--- config.mk ---
export PLATFORM = sky130hd
export DESIGN_NAME = seg_scan_driver
export DESIGN_NICKNAME = d
export VERILOG_FILES = /design/src/rtl/seg_scan_driver.sv
export SDC_FILE = /design/constraint.sdc
export NUM_CORES = 1
export LEC_CHECK = 0
export BUFFER_PORTS_ARGS = -buffer_cell sky130_fd_sc_hd__buf_2
export CELL_PAD_IN_SITES_DETAIL_PLACEMENT = 1
export CELL_PAD_IN_SITES_GLOBAL_PLACEMENT = 2
export CORE_MARGIN = 3
export CORE_UTILIZATION = 37
export CTS_CLUSTER_SIZE = 14
export DETAILED_ROUTE_END_ITERATION = 10
export PLACE_DENSITY_LB_ADDON = 0.2
export SLEW_MARGIN = 10
export SYNTH_ARGS = -nofsm -noshare
export SYNTH_HDL_FRONTEND = slang
export SYNTH_SLANG_ARGS = --single-unit
--- constraint.sdc ---
create_clock -name clk -period 8.16 [get_ports clk]
set_clock_uncertainty 0.15 [all_clocks]
set_input_delay 1.632 -clock clk [delete_from_list [all_inputs] [get_ports clk]]
set_output_delay 1.632 -clock clk [all_outputs]
set_load 0.02 [all_outputs]
--- src/rtl/seg_scan_driver.sv ---
// Time-multiplexed seven-segment scan driver: rotates active-low digit enables,
// decodes the returned hex digit into blanked, registered segment/dp lines.
module seg_scan_driver #(
    parameter int NUM_DIGITS     = 8,
    parameter int SCAN_DIV       = 100000,
    parameter int BLANK_CYC      = 2,
    parameter int SEG_ACTIVE_LOW = 1
) (
    input  logic                  clk,
    input  logic                  rst_n,
    input  logic [3:0]            num,
    input  logic [NUM_DIGITS-1:0] digit_mask,
    input  logic [NUM_DIGITS-1:0] dp_mask,
    output logic [NUM_DIGITS-1:0] en,
    output logic [6:0]            seg,
    output logic                  dp,
    output logic                  frame_tick
);

    localparam int IDX_W = (NUM_DIGITS > 1) ? $clog2(NUM_DIGITS) : 1;
    localparam int CNT_W = (SCAN_DIV > 1) ? $clog2(SCAN_DIV) : 1;
    localparam logic [CNT_W-1:0] CNT_LAST = CNT_W'(SCAN_DIV - 1);
    localparam logic [IDX_W-1:0] IDX_RST  = IDX_W'(NUM_DIGITS - 1);
    localparam logic             DP_OFF   = (SEG_ACTIVE_LOW != 0);
    localparam logic [6:0]       SEG_OFF  = (SEG_ACTIVE_LOW != 0) ? 7'h7F : 7'h00;

    logic [CNT_W-1:0]      div_cnt, div_next;
    logic [IDX_W-1:0]      idx, idx_next, above_idx, lowest_idx;
    logic                  act, act_next;
    logic                  boundary, found_above, found_any, show;
    logic [NUM_DIGITS-1:0] en_next;
    logic [6:0]            seg_next;
    logic                  dp_next, tick_next;

    function automatic logic [6:0] hex_to_seg(input logic [3:0] v);
        logic [6:0] s;
        case (v)
            4'h0: s = 7'h3F;  4'h1: s = 7'h06;  4'h2: s = 7'h5B;  4'h3: s = 7'h4F;
            4'h4: s = 7'h66;  4'h5: s = 7'h6D;  4'h6: s = 7'h7D;  4'h7: s = 7'h07;
            4'h8: s = 7'h7F;  4'h9: s = 7'h6F;  4'hA: s = 7'h77;  4'hB: s = 7'h7C;
            4'hC: s = 7'h39;  4'hD: s = 7'h5E;  4'hE: s = 7'h79;  default: s = 7'h71;
        endcase
        return s;
    endfunction

    // Find both the next used digit above idx and the lowest used digit, for circular wrap.
    always_comb begin
        found_above = 1'b0;
        found_any   = 1'b0;
        above_idx   = idx;
        lowest_idx  = idx;
        for (int i = 0; i < NUM_DIGITS; i++) begin
            if (digit_mask[i]) begin
                if (!found_any) begin
                    lowest_idx = IDX_W'(i);
                    found_any  = 1'b1;
                end
                if (!found_above && (i > int'(idx))) begin
                    above_idx   = IDX_W'(i);
                    found_above = 1'b1;
                end
            end
        end
    end

    // Outputs are computed from the post-edge slot position so that the first
    // cycle of a new slot is already blanked and never shows the old digit.
    always_comb begin
        boundary = (div_cnt == CNT_LAST);
        div_next = boundary ? '0 : div_cnt + 1'b1;
        idx_next = idx;
        act_next = act;
        if (boundary) begin
            act_next = found_any;
            if (found_any) begin
                idx_next = found_above ? above_idx : lowest_idx;
            end
        end
        tick_next = boundary && found_any && (idx_next <= idx);
        en_next   = (act_next && digit_mask[idx_next]) ? ~(NUM_DIGITS'(1) << idx_next) : '1;
        show      = (en_next != '1) && (int'(div_next) >= BLANK_CYC);
        seg_next  = SEG_OFF;
        dp_next   = DP_OFF;
        if (show) begin
            seg_next = (SEG_ACTIVE_LOW != 0) ? ~hex_to_seg(num) : hex_to_seg(num);
            dp_next  = dp_mask[idx_next] ^ DP_OFF;
        end
    end

    always_ff @(posedge clk or negedge rst_n) begin
        if (!rst_n) begin
            div_cnt    <= '0;
            idx        <= IDX_RST;
            act        <= 1'b0;
            en         <= '1;
            seg        <= SEG_OFF;
            dp         <= DP_OFF;
            frame_tick <= 1'b0;
        end else begin
            div_cnt    <= div_next;
            idx        <= idx_next;
            act        <= act_next;
            en         <= en_next;
            seg        <= seg_next;
            dp         <= dp_next;
            frame_tick <= tick_next;
        end
    end

endmodule

======== Word level (Yosys, flattened, before mapping) ========
Memory sizes are Yosys's and may differ from the RTL's.
Index checks and enable logic that the tools add are counted.
operators by class
  shift-type cells ........................ 1
  $lt $le $gt $ge ......................... 10
  reduce and logical (&&, ||, !) cells .... 16
  bitwise gates (word level) .............. 3
  add/sub/neg operators ................... 1
  equality and inequality tests ........... 2
  multiplexer cells ....................... 64
operator list
  kind                                                                     number
  3-bit two-way mux                                                        32
  1-bit two-way mux                                                        26
  17-bit by 1-bit adder with 17-bit output (second input constant)         1
  17-bit == test (second input constant)                                   1
  17-bit by 2-bit >= comparator with 1-bit output (second input constant)  1
  17-bit two-way mux                                                       1
  7-bit two-way mux                                                        2
  3-bit > comparator (first input constant)                                4
  1-bit logical AND                                                        10
  8-bit two-way mux                                                        1
  8-bit inequality test (second input constant)                            1
  8-bit NOT                                                                1
  1-bit by 3-bit << shifter with 8-bit output (first input constant)       1
  7-bit NOT                                                                1
  1-bit binary-select mux with 3-bit select                                2
  2-bit by 3-bit > comparator with 1-bit output (first input constant)     2
  1-bit zero test                                                          6
  3-bit by 4-bit < comparator with 1-bit output (second input constant)    1
  1-bit by 3-bit > comparator with 1-bit output (first input constant)     1
  3-bit <= comparator                                                      1
  1-bit NOT                                                                1
word-level totals
  register bits after elaboration ......... 38
  input bits .............................. 22
  output and inout port bits .............. 17
  memories kept ........................... 1
  ROM bits ................................ 112
memories
  memory            depth  width  read ports  clocked after Yosys merged registers in  wr ports  line  source
  (name not given)  16     7      1           0                                        0         37    case (v)

======== Longest topological paths before layout ========
  word-level depth ........................ 39
  depth in mapped cells ................... 13

======== Worst setup path before layout ========
No wires, ideal clock.
  kind .................................... input -> register
  start point ............................. in digit_mask[7]
  end point ............................... reg frame_tick
  path buffers ............................ 2
  library setup time ...................... 72 ps
  arrival ................................. 3779 ps
  required time ........................... 7938 ps
  stages .................................. 13
  setup slack ............................. 4159 ps
  cells stage by stage .................... clkbuf_1 -> nor3_1 -> o31a_1 -> o31ai_1 -> a211oi_1 -> or2_0 -> buf_2 -> inv_1 -> ha_1 -> a21o_1 -> a21oi_1 -> a31oi_1 -> nor2_1
between the ends
  cells in the longest elaborated chain, start to end .. 6
  elaborated cells between the ends (all ways) .. 10
ends and longest elaborated chain
  item                                                           line  source
  from (decl)                                                    12    input logic [NUM_DIGITS-1:0] digit_mask,
  3-bit two-way mux / 1-bit two-way mux (equally long branches)  53    if (digit_mask[i]) begin
  3-bit two-way mux                                              76    idx_next = found_above ? above_idx : lowest_idx;
  3-bit two-way mux *                                            75    if (found_any) begin
  3-bit two-way mux *                                            73    if (boundary) begin
  via idx_next[1]                                                28    logic [IDX_W-1:0] idx, idx_next, above_idx, lowest_idx;
  3-bit <= comparator *                                          79    tick_next = boundary && found_any && (idx_next <= idx);
  1-bit logical AND *                                            79
  via tick_next                                                  33    logic dp_next, tick_next;
  to (signal assigned)                                           106   frame_tick <= tick_next;
  to (decl)                                                      17    output logic frame_tick
The timed path passes the listed nets; every way through them passes the cells marked *.

======== Worst setup path after layout ========
  start point ............................. in digit_mask[1]
  end point ............................... reg frame_tick
between the ends
  cells in the longest elaborated chain, start to end .. 30
  elaborated cells between the ends (all ways) .. 64
ends and longest elaborated chain
  item                                                           line  source
  1-bit two-way mux                                              53
  1-bit zero test                                                58    if (!found_above && (i > int'(idx))) begin
  1-bit logical AND                                              58
  1-bit two-way mux                                              58
  1-bit two-way mux                                              53
  1-bit zero test                                                58
  1-bit logical AND                                              58
  1-bit two-way mux                                              58
  (+16 left out)                                                 --
  3-bit two-way mux / 1-bit two-way mux (equally long branches)  53
  3-bit two-way mux                                              76
  3-bit two-way mux *                                            75
  3-bit two-way mux *                                            73
  via idx_next[1]                                                28
  3-bit <= comparator *                                          79
  1-bit logical AND *                                            79
  via tick_next                                                  33
Marked as above.

==> impl_results.md <==
* Post-CTS setup buffers at 0
* Final GP Congestion at 0.841
* Overall routing resource usage at 18.1%
* Core Box Area at 6130 µm²
* Fmax at 0.240 GHz
* Share of layout cells above drive strength 1 at 25.3%
* Max transition margin at 34.9%
* Synth cell types at 62
* Power per cell area at 129 nW/µm²
* Fin crit share at 51.1%
* Placed Instances at 364
* Crit-path slowest cell: or2_0
* WP data required at 8.22 ns
* Cells along the critical path: buf_2, nor4_1, nand3_1, and2_1, nor2_1, or2_0, inv_1, ha_1, a21o_1, a21oi_1, a31oi_1, nor2_1
* Initial antenna violation count at 0
* Leading area contributor after synthesis: dfstp_2
* Unrepaired setup endpoints after global routing: false
* Initial DRC Count at 53
* Drt first pass iters at 4
* Hold bufs inserted after CTS at 0
* Via count at 2,084
* Post-route ant nets at 0
* Clk sinks at 38
* Finished Layout Cells at 372
* Outcome: completed
* Switch Pwr at 0.0000847 W
* Grt ovf at 0
* # rows at 28
* Setup-failing EPs final at 0
* First-pass GRT wire length at 10,800 µm
* Primary FF master, synth: dfstp_2
* Reg-to-Reg End: seg[4]
* DP Wirelength at 4800 µm
* TritonCTS clock tree: built
* Syn avg cell area at 9.25 µm²
* TritonCTS Buffers at 5
* VDD IR max at 0.123 mV
* Setup WS pre-CTS at 3.75 ns
* Die height at 86.9 µm
* Comb power frac at 9.6%
* Fin crit period at 4.17 ns
* Crit-path max cell delay at 0.43 ns
* Reg2Reg Setup Slack at 4.13 ns
* Crit-path most repeated cell: nor2_1
* Worst reg2reg startpoint: div_cnt[0]
* Crit path launch type: primary input
* EDFF count, synth at 0
* Top-Level Pins at 39
* Worst Hold Depth at 1
* Fillers at 728
* Vias per inst at 5.60
* Worst-path clk slew at 0.07 ns
* Sequential area share after synthesis at 40.2%
* Syn_nets at 293
* Die area at 7560 µm²
* Switching share of power at 23.9%
* R2R depth at 9
* Least-Margin Pin Slew at 0.976 ns
* Skew-Pair Late Insertion Delay at 0.28 ns
* Top-area cell type share of the netlist area at 20.6%
* Worst Hold Class: reg -> reg
* Post-synth top cells: nor2_1, nand2_1, nand3_1, dfrtp_1, dfstp_2
* Vias in the first global route at 2,179
* P&R area growth vs syn at 13.7%
* Synth Cell Area at 2420 µm²
* Post-layout net count at 327
* CP max FO at 8
* Synth Instances at 262
* Wire per inst at 16.9 µm
* # port buffers at 38
* Final worst slack at 3.99 ns
* Seq pwr share at 53.4%
* Clk buf depth at 2
* Hold path startpoint: div_cnt[0]
* Most frequent cell after synthesis: nor2_1
* ANT cells at 0
* Setup_tns at 0 ns
* Cell internal pwr at 0.000270 W
* Final Hold Fails at 0
* Fin. max-slew vios at 0
* # H-tree levels at 2
* Crit path arrival time at 4.23 ns
* Die X at 86.9 µm
* Post-CTS sizing at 0
* Synth area leaders: dfstp_2, dfrtp_1, ha_1, nand3_1, nor2_1
* LEAKAGE at 1.14 nW
* Initial Util at 39.5%
* Synth Warn # at 0
* Pin count of the biggest net entering global routing at 39
* Hold EP: div_cnt[0]
* FF+latch count, synth at 38
* Synth async-reset ratio at 100%
* MaxCap Viol Count at 0
* DRT Wirelength at 6290 µm
* Residual DRC count at 0
* Clock root buffer: clkbuf_8
* Clock share of power at 37.0%
* Critical path type: in -> reg
* Crit path capture type: flip-flop
-- layout by cell type (no fill, tap or decap), types with 4 or more instances in the layout --
cell      instances
mux2i_1           4
a31oi_1           4
ha_1              9
o21ai_0           7
clkbuf_8          6
nand2b_1          4
nand2_1          22
xnor2_1          10
dfrtp_1          19
nand3_1          21
nor4_1            5
a21oi_1           8
buf_2            38
nand4_1           8
nor2_1           24
nor2b_1           4
dfstp_2          19
inv_1            14
xor2_1            6
nor3_1            7
-- per-layer routing --
metal	global-route usage (%)	up-vias	share of wire, %	wire length [µm]
li1	-	1021	-	-
met1	23.3	1017	44	2760
met2	31.6	38	51	3190
met3	3.12	8	4.2	262
met4	4.39	0	1.3	81
met5	0	-	0	0
-- layout make-up --
| class | instances | area (µm²) | share of cell area (%) |
|---|---|---|---|
| clock buffer | 7 | 86.3 | 3.13 |
| clock inverter | 1 | 5.00 | 0.182 |
| tap | 75 | 93.8 | 3.41 |
| multi-input combinational | 198 | 1350 | 49.0 |
| timing repair buffer | 38 | 190 | 6.90 |
| inverter | 15 | 56.3 | 2.04 |
| sequential | 38 | 975 | 35.4 |
-- cells by family (layout without fill, tap and decap cells) --
family	after synthesis	after routing	synth area share (%)
and+or+nand+nor	116	116	25.7
AOI/OAI and AO/OA	50	50	16.0
DFF	38	38	40.2
buffers and inverters	26	61	4.13
xor gates and xnor gates	16	16	5.78
adders and majority gates	9	9	4.65
muxes	7	7	3.51
-- sequential cells by signal, indices dropped and copies added (netlist names) --
signal,flops
div_cnt,17
seg,7
idx,3
en,8
act,1
frame_tick,1
dp,1
-- power by group through the flow --
stage	Clock, W	Combinational [W]	Sequential [W]
5_1_grt	0.000146	0.0000386	0.000189
6_report	0.000131	0.0000342	0.000189
4_1_cts	0.000137	0.0000346	0.000189
3_5_place_dp	0	0.0000344	0.000192
2_1_floorplan	0	0.0000195	0.000192
3_3_place_gp	0	0.0000346	0.000192
-- through the flow --
stage / cell area, µm² / hold slack, ns / utilization (%) / power [W]
after floorplan: 2420 / 0.302 / - / 0.000212
after global placement: 2660 / 0.334 / 43.4 / 0.000227
after detailed placement: 2660 / 0.333 / 43.4 / 0.000227
after CTS: 2760 / 0.344 / 44.9 / 0.000361
after global routing: 2760 / 0.365 / 44.9 / 0.000374
final: 2760 / 0.335 / 44.9 / 0.000355
-- worst max-delay path by stage --
stage                              from          to  depth (start not counted)
after global routing      digit_mask[6]  frame_tick                         12
after floorplan           digit_mask[7]  frame_tick                         13
final                     digit_mask[1]  frame_tick                         12
after global placement    digit_mask[6]  frame_tick                         12
after CTS                 digit_mask[1]  frame_tick                         12
after detailed placement  digit_mask[1]  frame_tick                         12
-- critical path: cells and delay by family --
family / cells / cell delay [ns]
buf+inv: 2 / 0.39
fa+ha+maj: 1 / 0.35
compound gates: 3 / 0.37
simple gates: 6 / 1.49
Note: power is estimated with default switching activity, not from simulation.
